===== src/rtl/boton_pkg.sv =====
// Shared types and constants for the multi-button debounce/arbiter controller.
package boton_pkg;

    // Arbiter states: waiting for a pending press, or offering one on the event port.
    typedef enum logic {
        IDLE  = 1'b0,
        OFFER = 1'b1
    } arb_state_t;

    // Stability counter width; covers ESTABLE up to 15.
    localparam int CNT_W = 4;

    // Width of the event index: clog2 of the button count, never below 1 bit.
    function automatic int id_w(input int n);
        return (n > 1) ? $clog2(n) : 1;
    endfunction

endpackage


===== src/rtl/boton_ctrl_if.sv =====
// Button pins, debounced levels and the valid/ready press-event port.
interface boton_ctrl_if #(
    parameter int N_BOTONES = 4
) ();
    localparam int ID_W = boton_pkg::id_w(N_BOTONES);

    logic [N_BOTONES-1:0] botones0;
    logic [N_BOTONES-1:0] botones;
    logic                 evento_valid;
    logic [ID_W-1:0]      evento_id;
    logic                 evento_ready;
    logic                 overrun;

    // Board/consumer side: drives raw pins and ready, observes levels and events.
    modport master (
        output botones0, evento_ready,
        input  botones, evento_valid, evento_id, overrun
    );

    // Controller side.
    modport slave (
        input  botones0, evento_ready,
        output botones, evento_valid, evento_id, overrun
    );
endinterface


===== src/rtl/boton_filtro.sv =====
// One button: two-flop synchronizer, tick-driven stability counter, debounced level.
module boton_filtro
    import boton_pkg::*;
#(
    parameter int ESTABLE = 4
) (
    input  logic Clk,
    input  logic Reset_n,
    input  logic tick_i,
    input  logic raw_i,
    output logic nivel_o
);
    localparam logic [CNT_W-1:0] LIMITE = CNT_W'(ESTABLE);

    logic             sync1_q;
    logic             sync2_q;
    logic [CNT_W-1:0] cnt_q;
    logic [CNT_W-1:0] cnt_inc;
    logic             nivel_q;

    assign cnt_inc = cnt_q + CNT_W'(1);

    // Synchronize the pin, then flip the level after ESTABLE consecutive disagreeing ticks.
    always_ff @(posedge Clk) begin
        // NOTE: clocked state uses non-blocking assignments so every flop sees pre-edge values.
        if (!Reset_n) begin
            sync1_q <= 1'b0;
            sync2_q <= 1'b0;
            cnt_q   <= '0;
            nivel_q <= 1'b0;
        end else begin
            sync1_q <= raw_i;
            sync2_q <= sync1_q;
            if (tick_i) begin
                if (sync2_q == nivel_q) begin
                    cnt_q <= '0;
                end else if (cnt_inc == LIMITE) begin
                    nivel_q <= ~nivel_q;
                    cnt_q   <= '0;
                end else begin
                    cnt_q <= cnt_inc;
                end
            end
        end
    end

    assign nivel_o = nivel_q;

endmodule


===== src/rtl/boton_ctrl.sv =====
// N-button controller: shared sample prescaler, per-button filters, press edge
// detection, pending set and a fixed-priority (lowest index) event arbiter.
module boton_ctrl
    import boton_pkg::*;
#(
    parameter int N_BOTONES = 4,
    parameter int TICK_DIV  = 50000,
    parameter int ESTABLE   = 4
) (
    input  logic        Clk,
    input  logic        Reset_n,
    boton_ctrl_if.slave bus
);
    localparam int                ID_W    = id_w(N_BOTONES);
    localparam int                PRE_W   = $clog2(TICK_DIV);
    localparam logic [PRE_W-1:0]  PRE_MAX = PRE_W'(TICK_DIV - 1);

    logic [PRE_W-1:0]     pre_q;
    logic                 tick;
    logic [N_BOTONES-1:0] nivel;
    logic [N_BOTONES-1:0] botones_d_q;
    logic [N_BOTONES-1:0] rise;
    logic [N_BOTONES-1:0] pending_q;
    logic [N_BOTONES-1:0] pending_d;
    logic [N_BOTONES-1:0] clr;
    logic [ID_W-1:0]      sel_id;
    logic                 overrun_d;
    arb_state_t           state_q;
    logic                 valid_q;
    logic [ID_W-1:0]      id_q;
    logic                 overrun_q;

    // Free-running sample prescaler; nothing but reset realigns it.
    always_ff @(posedge Clk) begin
        if (!Reset_n) begin
            pre_q <= '0;
        end else if (tick) begin
            pre_q <= '0;
        end else begin
            pre_q <= pre_q + PRE_W'(1);
        end
    end

    assign tick = (pre_q == PRE_MAX);

    for (genvar i = 0; i < N_BOTONES; i++) begin : g_filtro
        boton_filtro #(
            .ESTABLE (ESTABLE)
        ) u_filtro (
            .Clk     (Clk),
            .Reset_n (Reset_n),
            .tick_i  (tick),
            .raw_i   (bus.botones0[i]),
            .nivel_o (nivel[i])
        );
    end

    assign rise = nivel & ~botones_d_q;

    // Pick the lowest pending index and the bit IDLE retires when it starts an offer.
    always_comb begin
        // NOTE: defaults before any branch keep this purely combinational (no latches).
        sel_id = '0;
        clr    = '0;
        for (int i = N_BOTONES - 1; i >= 0; i--) begin
            if (pending_q[i]) begin
                sel_id = ID_W'(i);
            end
        end
        if (state_q == IDLE && pending_q != '0) begin
            clr[sel_id] = 1'b1;
        end
    end

    // A new rise always wins over the retire; a rise onto a still-set bit is a lost press.
    assign pending_d = (pending_q & ~clr) | rise;
    assign overrun_d = |(rise & pending_q & ~clr);

    // Edge history, pending set, overrun pulse and the offer/handshake FSM.
    always_ff @(posedge Clk) begin
        if (!Reset_n) begin
            botones_d_q <= '0;
            pending_q   <= '0;
            overrun_q   <= 1'b0;
            state_q     <= IDLE;
            valid_q     <= 1'b0;
            id_q        <= '0;
        end else begin
            botones_d_q <= nivel;
            pending_q   <= pending_d;
            overrun_q   <= overrun_d;
            case (state_q)
                IDLE: begin
                    if (pending_q != '0) begin
                        id_q    <= sel_id;
                        valid_q <= 1'b1;
                        state_q <= OFFER;
                    end
                end
                OFFER: begin
                    if (bus.evento_ready) begin
                        valid_q <= 1'b0;
                        state_q <= IDLE;
                    end
                end
            endcase
        end
    end

    assign bus.botones      = nivel;
    assign bus.evento_valid = valid_q;
    assign bus.evento_id    = id_q;
    assign bus.overrun      = overrun_q;

endmodule


===== src/flat_wrapper.sv =====
// flat-port wrapper written by rule: the top's interface ports become plain ports
module boton_ctrl_flat import boton_pkg::*;
#(
    parameter int N_BOTONES = 4,
    parameter int TICK_DIV  = 50000,
    parameter int ESTABLE   = 4
)
  (Clk, Reset_n, bus_botones0, bus_evento_ready, bus_botones, bus_evento_valid, bus_evento_id, bus_overrun);
  boton_ctrl_if #(.N_BOTONES(N_BOTONES)) bus_i ();
  input  logic Clk;
  input  logic Reset_n;
  input wire logic [$bits(bus_i.botones0)-1:0] bus_botones0;
  input wire logic [$bits(bus_i.evento_ready)-1:0] bus_evento_ready;
  output wire logic [$bits(bus_i.botones)-1:0] bus_botones;
  output wire logic [$bits(bus_i.evento_valid)-1:0] bus_evento_valid;
  output wire logic [$bits(bus_i.evento_id)-1:0] bus_evento_id;
  output wire logic [$bits(bus_i.overrun)-1:0] bus_overrun;
  assign bus_i.botones0 = bus_botones0;
  assign bus_i.evento_ready = bus_evento_ready;
  assign bus_botones = bus_i.botones;
  assign bus_evento_valid = bus_i.evento_valid;
  assign bus_evento_id = bus_i.evento_id;
  assign bus_overrun = bus_i.overrun;
  boton_ctrl #(.N_BOTONES(N_BOTONES), .TICK_DIV(TICK_DIV), .ESTABLE(ESTABLE)) u_core (.Clk(Clk), .Reset_n(Reset_n), .bus(bus_i));
endmodule

===== config.mk =====
export PLATFORM = sky130hd
export DESIGN_NAME = boton_ctrl_flat
export DESIGN_NICKNAME = d
export VERILOG_FILES = /design/src/rtl/boton_pkg.sv /design/src/rtl/boton_ctrl_if.sv /design/src/rtl/boton_filtro.sv /design/src/rtl/boton_ctrl.sv /design/src/flat_wrapper.sv
export SDC_FILE = /design/constraint.sdc
export NUM_CORES = 1
export LEC_CHECK = 0
export BUFFER_PORTS_ARGS = -buffer_cell sky130_fd_sc_hd__buf_2
export CORE_MARGIN = 4
export CORE_UTILIZATION = 49
export CTS_CLUSTER_SIZE = 16
export DETAILED_ROUTE_END_ITERATION = 8
export GPL_TIMING_DRIVEN = 0
export PLACE_DENSITY = 0.76
export SYNTH_ARGS = -nofsm -noshare
export SYNTH_HDL_FRONTEND = slang
export SYNTH_SLANG_ARGS = --single-unit

===== constraint.sdc =====
create_clock -name Clk -period 4.45 [get_ports Clk]
set_input_delay 0.445 -clock Clk [delete_from_list [all_inputs] [get_ports Clk]]
set_output_delay 0.445 -clock Clk [all_outputs]
set_load 0.02 [all_outputs]

==> impl_metrics.py <==
metrics = {
    "clock_network": {
        "clockRootBuffer": "clkbuf_8",
        "cts_buffers": 9,
        "ctsResizeCount": 0,
        "cts_setup_buffers": 0,
        "clkTransAtPathRegs_ns": 0.07,
        "holdBufCountCts": 0,
        "cts.sinks": 57,
        "clkLatencyLatePin_ns": 0.33,
        "h-tree-depth": 3,
        "clock_path_buffers": 2,
        "cts_tree": "done",
    },
    "critical_path": {
        "worstRegToRegCells": 5,
        "endpoint_kind": "flip-flop",
        "rrSetupSlack_ns": 2.19,
        "critical_path.max_fanout": 5,
        "cp.arrival_ns": 2.53,
        "r2r_start": "u_core.pre_q[11]$_SDFF_PP0_",
        "cp-start-kind": "flip-flop",
        "r2r-end": "u_core.g_filtro[0].u_filtro.cnt_q[0]$_SDFFE_PN0P_",
        "worstSetupPathType": "reg2reg",
        "required_ns": 4.72,
    },
    "min_path": {
        "hold_start": "bus_botones0[2]",
        "hold_class": "in2reg",
        "hold_end": "u_core.g_filtro[2].u_filtro.sync1_q$_SDFF_PN0_",
        "min_path_cells": 2,
    },
    "timing": {
        "setup_viol": 0,
        "finalSetupTns_ns": 0,
        "period_share_pct": 50.78,
        "fmax_mhz": 442.5,
        "worst_slew_pin_slew_ns": 0.6256,
        "rsz0062_at_grt": "no",
        "slew_headroom_pct": 57.95,
        "drv_slew": 0,
        "fin_worst_skew_ns": 0.007342,
        "finalHoldViolCount": 0,
        "period_needed_ns": 2.260,
    },
    "grt": {
        "antenna_found_initial": 0,
        "grt_pass1_vias": 1886,
        "overflow": 0,
        "grt_max_degree": 12,
        "grt_pass1_wl_mm": 8.390,
        "grt_use_total_pct": 16.91,
    },
    "routing": {
        "drtIter0Drc": 95,
        "wl_mm": 4.772,
        "viasPerCell": 5.176,
        "drc": 0,
        "drtAntennaViolNets": 0,
        "first_pass_iters": 4,
        "num_vias": 1972,
        "wl_per_cell_um": 12.52,
    },
    "floorplanning": {
        "fp-row-count": 25,
        "fp.dieW_um": 79.59,
        "initial_core_util_pct": 51.79,
        "core_um2": 4848,
        "die_h_um": 79.59,
        "io_pins": 15,
        "die-area_um2": 6334,
    },
    "yosys": {
        "synth_mux_area_share_pct": 0,
        "ys_seq_area_share_pct": 45.44,
        "synth-xor-area-share_pct": 6.278,
        "synth_top_family_by_area": "simple AND/OR/NAND/NOR gates",
        "yosysTopAreaCell": "dfxtp_1",
        "synthAdderAreaFrac_pct": 2.990,
        "yosys.area_share.simple_pct": 29.20,
        "netlist_area_um2": 2511,
        "synth_nets": 297,
        "synth-compound-area-share_pct": 12.36,
        "ys_ff_latch": 57,
        "ys_types": 40,
        "avgSynthCellArea_um2": 8.842,
        "synthCells": 284,
        "netlist_top_cells_area": "dfxtp_1 (45%), nand2_1 (5.1%), xor2_1 (4.9%), a21boi_0 (4.5%), and2_1 (4.5%)",
        "yosysWarnings": 0,
        "synth_top_area_share_pct": 45.44,
    },
    "placed_design": {
        "dp_hpwl_mm": 3.316,
        "port_buffers": 14,
        "gp_congestion": 0.8661,
        "dpl.cell_count": 365,
    },
    "pwr": {
        "power_density_nw_per_um2": 358.0,
        "leakage_uw": 0.001114,
        "max-vdd-ir-drop_uv": 200.6,
    },
    "layout": {
        "drive_gt1_share_pct": 14.97,
        "syn_to_final_growth_pct": 14.25,
        "fin_nets": 322,
        "final_cells": 381,
        "antenna_cells": 0,
        "utilization_pct": 59.17,
    },
    "status": {
        "outcome": "finished clean",
    },
    "run": {
        "drv_cap": 0,
    },
}
-- cell usage in the layout, fill, tap and decap left out, drive strengths merged, types with 5 or more instances in the layout --
| master | Yosys | final |
|---|---|---|
| buf | 8 | 22 |
| and2 | 18 | 18 |
| ha | 6 | 6 |
| clkbuf | 6 | 16 |
| nor3 | 5 | 5 |
| a21boi | 15 | 15 |
| a21oi | 5 | 5 |
| dfxtp | 57 | 57 |
| nor2b | 8 | 8 |
| inv | 4 | 5 |
| nor2 | 26 | 26 |
| xor2 | 14 | 14 |
| o21ai | 11 | 11 |
| nand2 | 35 | 35 |
| nand3 | 21 | 21 |
-- per-layer routing --
metal	GRT usage (%)	vias to the layer above	wire length, um
met5	0	-	0
met4	9.966	0	89
met3	3.612	8	180
met2	27.05	30	2156
met1	20.78	915	2346
li1	-	1019	-
-- cell families (layout without fill, tap and decap cells) --
family	after synthesis	in the layout
compound gates	45	45
xor+xnor	18	18
fa+ha+maj	6	6
buf+inv	18	48
flops	57	57
simple gates	140	140
-- layout make-up --
cell class              count  area, um^2
clock inverters             6       66.31
repair buffers             14       70.07
flip-flops and latches     57        1141
clock buffers              10       137.6
multi-input cells         209        1276
fillers                   423        1979
inverters                   4       15.01
well taps                  67       83.83
plain buffers              14       78.83
-- flip-flops by register name, summed over array words and instances, names as in the netlist --
register                          cells
u_core.g_filtro.u_filtro.cnt_q       16
u_core.pre_q                         16
u_core.botones_d_q                    4
u_core.g_filtro.u_filtro.nivel_o      4
u_core.g_filtro.u_filtro.sync1_q      4
u_core.g_filtro.u_filtro.sync2_q      4
u_core.pending_q                      4
u_core.bus.evento_id                  2
u_core.bus.evento_valid               1
u_core.bus.overrun                    1
u_core.state_q                        1
-- where the power goes --
group	switching (uW)	internal (uW)
sequential	3.54	516
clock	211	274
combinational	13.4	9.59
total	228	799
-- worst max-delay path by stage --
| stage | endpoint | slack (ns) | depth (start not counted) | from |
|---|---|---|---|---|
| final | u_core.g_filtro[0].u_filtro.cnt_q[0]$_SDFFE_PN0P_ | 2.19 | 5 | u_core.pre_q[11]$_SDFF_PP0_ |
| after global routing | u_core.g_filtro[2].u_filtro.cnt_q[0]$_SDFFE_PN0P_ | 2.00 | 5 | u_core.pre_q[12]$_SDFF_PP0_ |
| after CTS | u_core.g_filtro[2].u_filtro.cnt_q[0]$_SDFFE_PN0P_ | 2.21 | 5 | u_core.pre_q[11]$_SDFF_PP0_ |
| after detailed placement | u_core.g_filtro[1].u_filtro.cnt_q[0]$_SDFFE_PN0P_ | 2.24 | 5 | u_core.pre_q[11]$_SDFF_PP0_ |
| after global placement | u_core.g_filtro[2].u_filtro.cnt_q[0]$_SDFFE_PN0P_ | 2.26 | 5 | u_core.pre_q[12]$_SDFF_PP0_ |
| after floorplan | u_core.g_filtro[1].u_filtro.cnt_q[0]$_SDFFE_PN0P_ | 2.42 | 7 | u_core.pre_q[5]$_SDFF_PP0_ |
-- synth_stat cells --
| cell type | n |
|---|---|
| a21boi_0 | 15 |
| o21ai_0 | 9 |
| nand3b_1 | 4 |
| or4_1 | 2 |
| o31a_1 | 1 |
| xnor2_1 | 4 |
| inv_1 | 4 |
| or4b_4 | 1 |
| nand2_1 | 34 |
| nand4_1 | 4 |
| o21a_1 | 3 |
| and2_1 | 18 |
| buf_2 | 3 |
| nand3_1 | 21 |
| nand2_2 | 1 |
| o21ai_1 | 2 |
| clkbuf_1 | 6 |
| o31ai_1 | 4 |
| nor3b_1 | 3 |
| nor3_1 | 5 |
| nand4b_1 | 1 |
| nor2b_1 | 8 |
| buf_4 | 4 |
| nor2_1 | 26 |
| a21bo_2 | 1 |
| nor4_2 | 2 |
| o311a_1 | 1 |
| or4b_2 | 1 |
| dfxtp_1 | 57 |
| or2_2 | 1 |
| buf_6 | 1 |
| and3_1 | 3 |
| a21oi_1 | 5 |
| nand2b_1 | 4 |
| o22ai_1 | 1 |
| and4_1 | 1 |
| xor2_1 | 14 |
| o221a_2 | 2 |
| ha_1 | 6 |
| a211oi_1 | 1 |
-- worst max-delay path: stages (launching register included) --
cell and delay (ns):
dfxtp_1 0.34, or4b_2 0.68, nor4_2 0.56, nand2_1 0.19, o31ai_1 0.27, and2_1 0.15
-- metrics by stage --
step	cell area, um^2	setup WS, ns	hold slack (ns)	total power, uW
global placement	2665	2.262	0.4141	553.1
detailed placement	2665	2.238	0.4209	553.8
floorplan	2511	2.424	0.4119	544.6
CTS	2869	2.211	0.3038	1041
finish	2869	2.190	0.3129	1027
global route	2869	1.998	0.3032	1068
No activity file was read; power rests on OpenSTA's default activity.
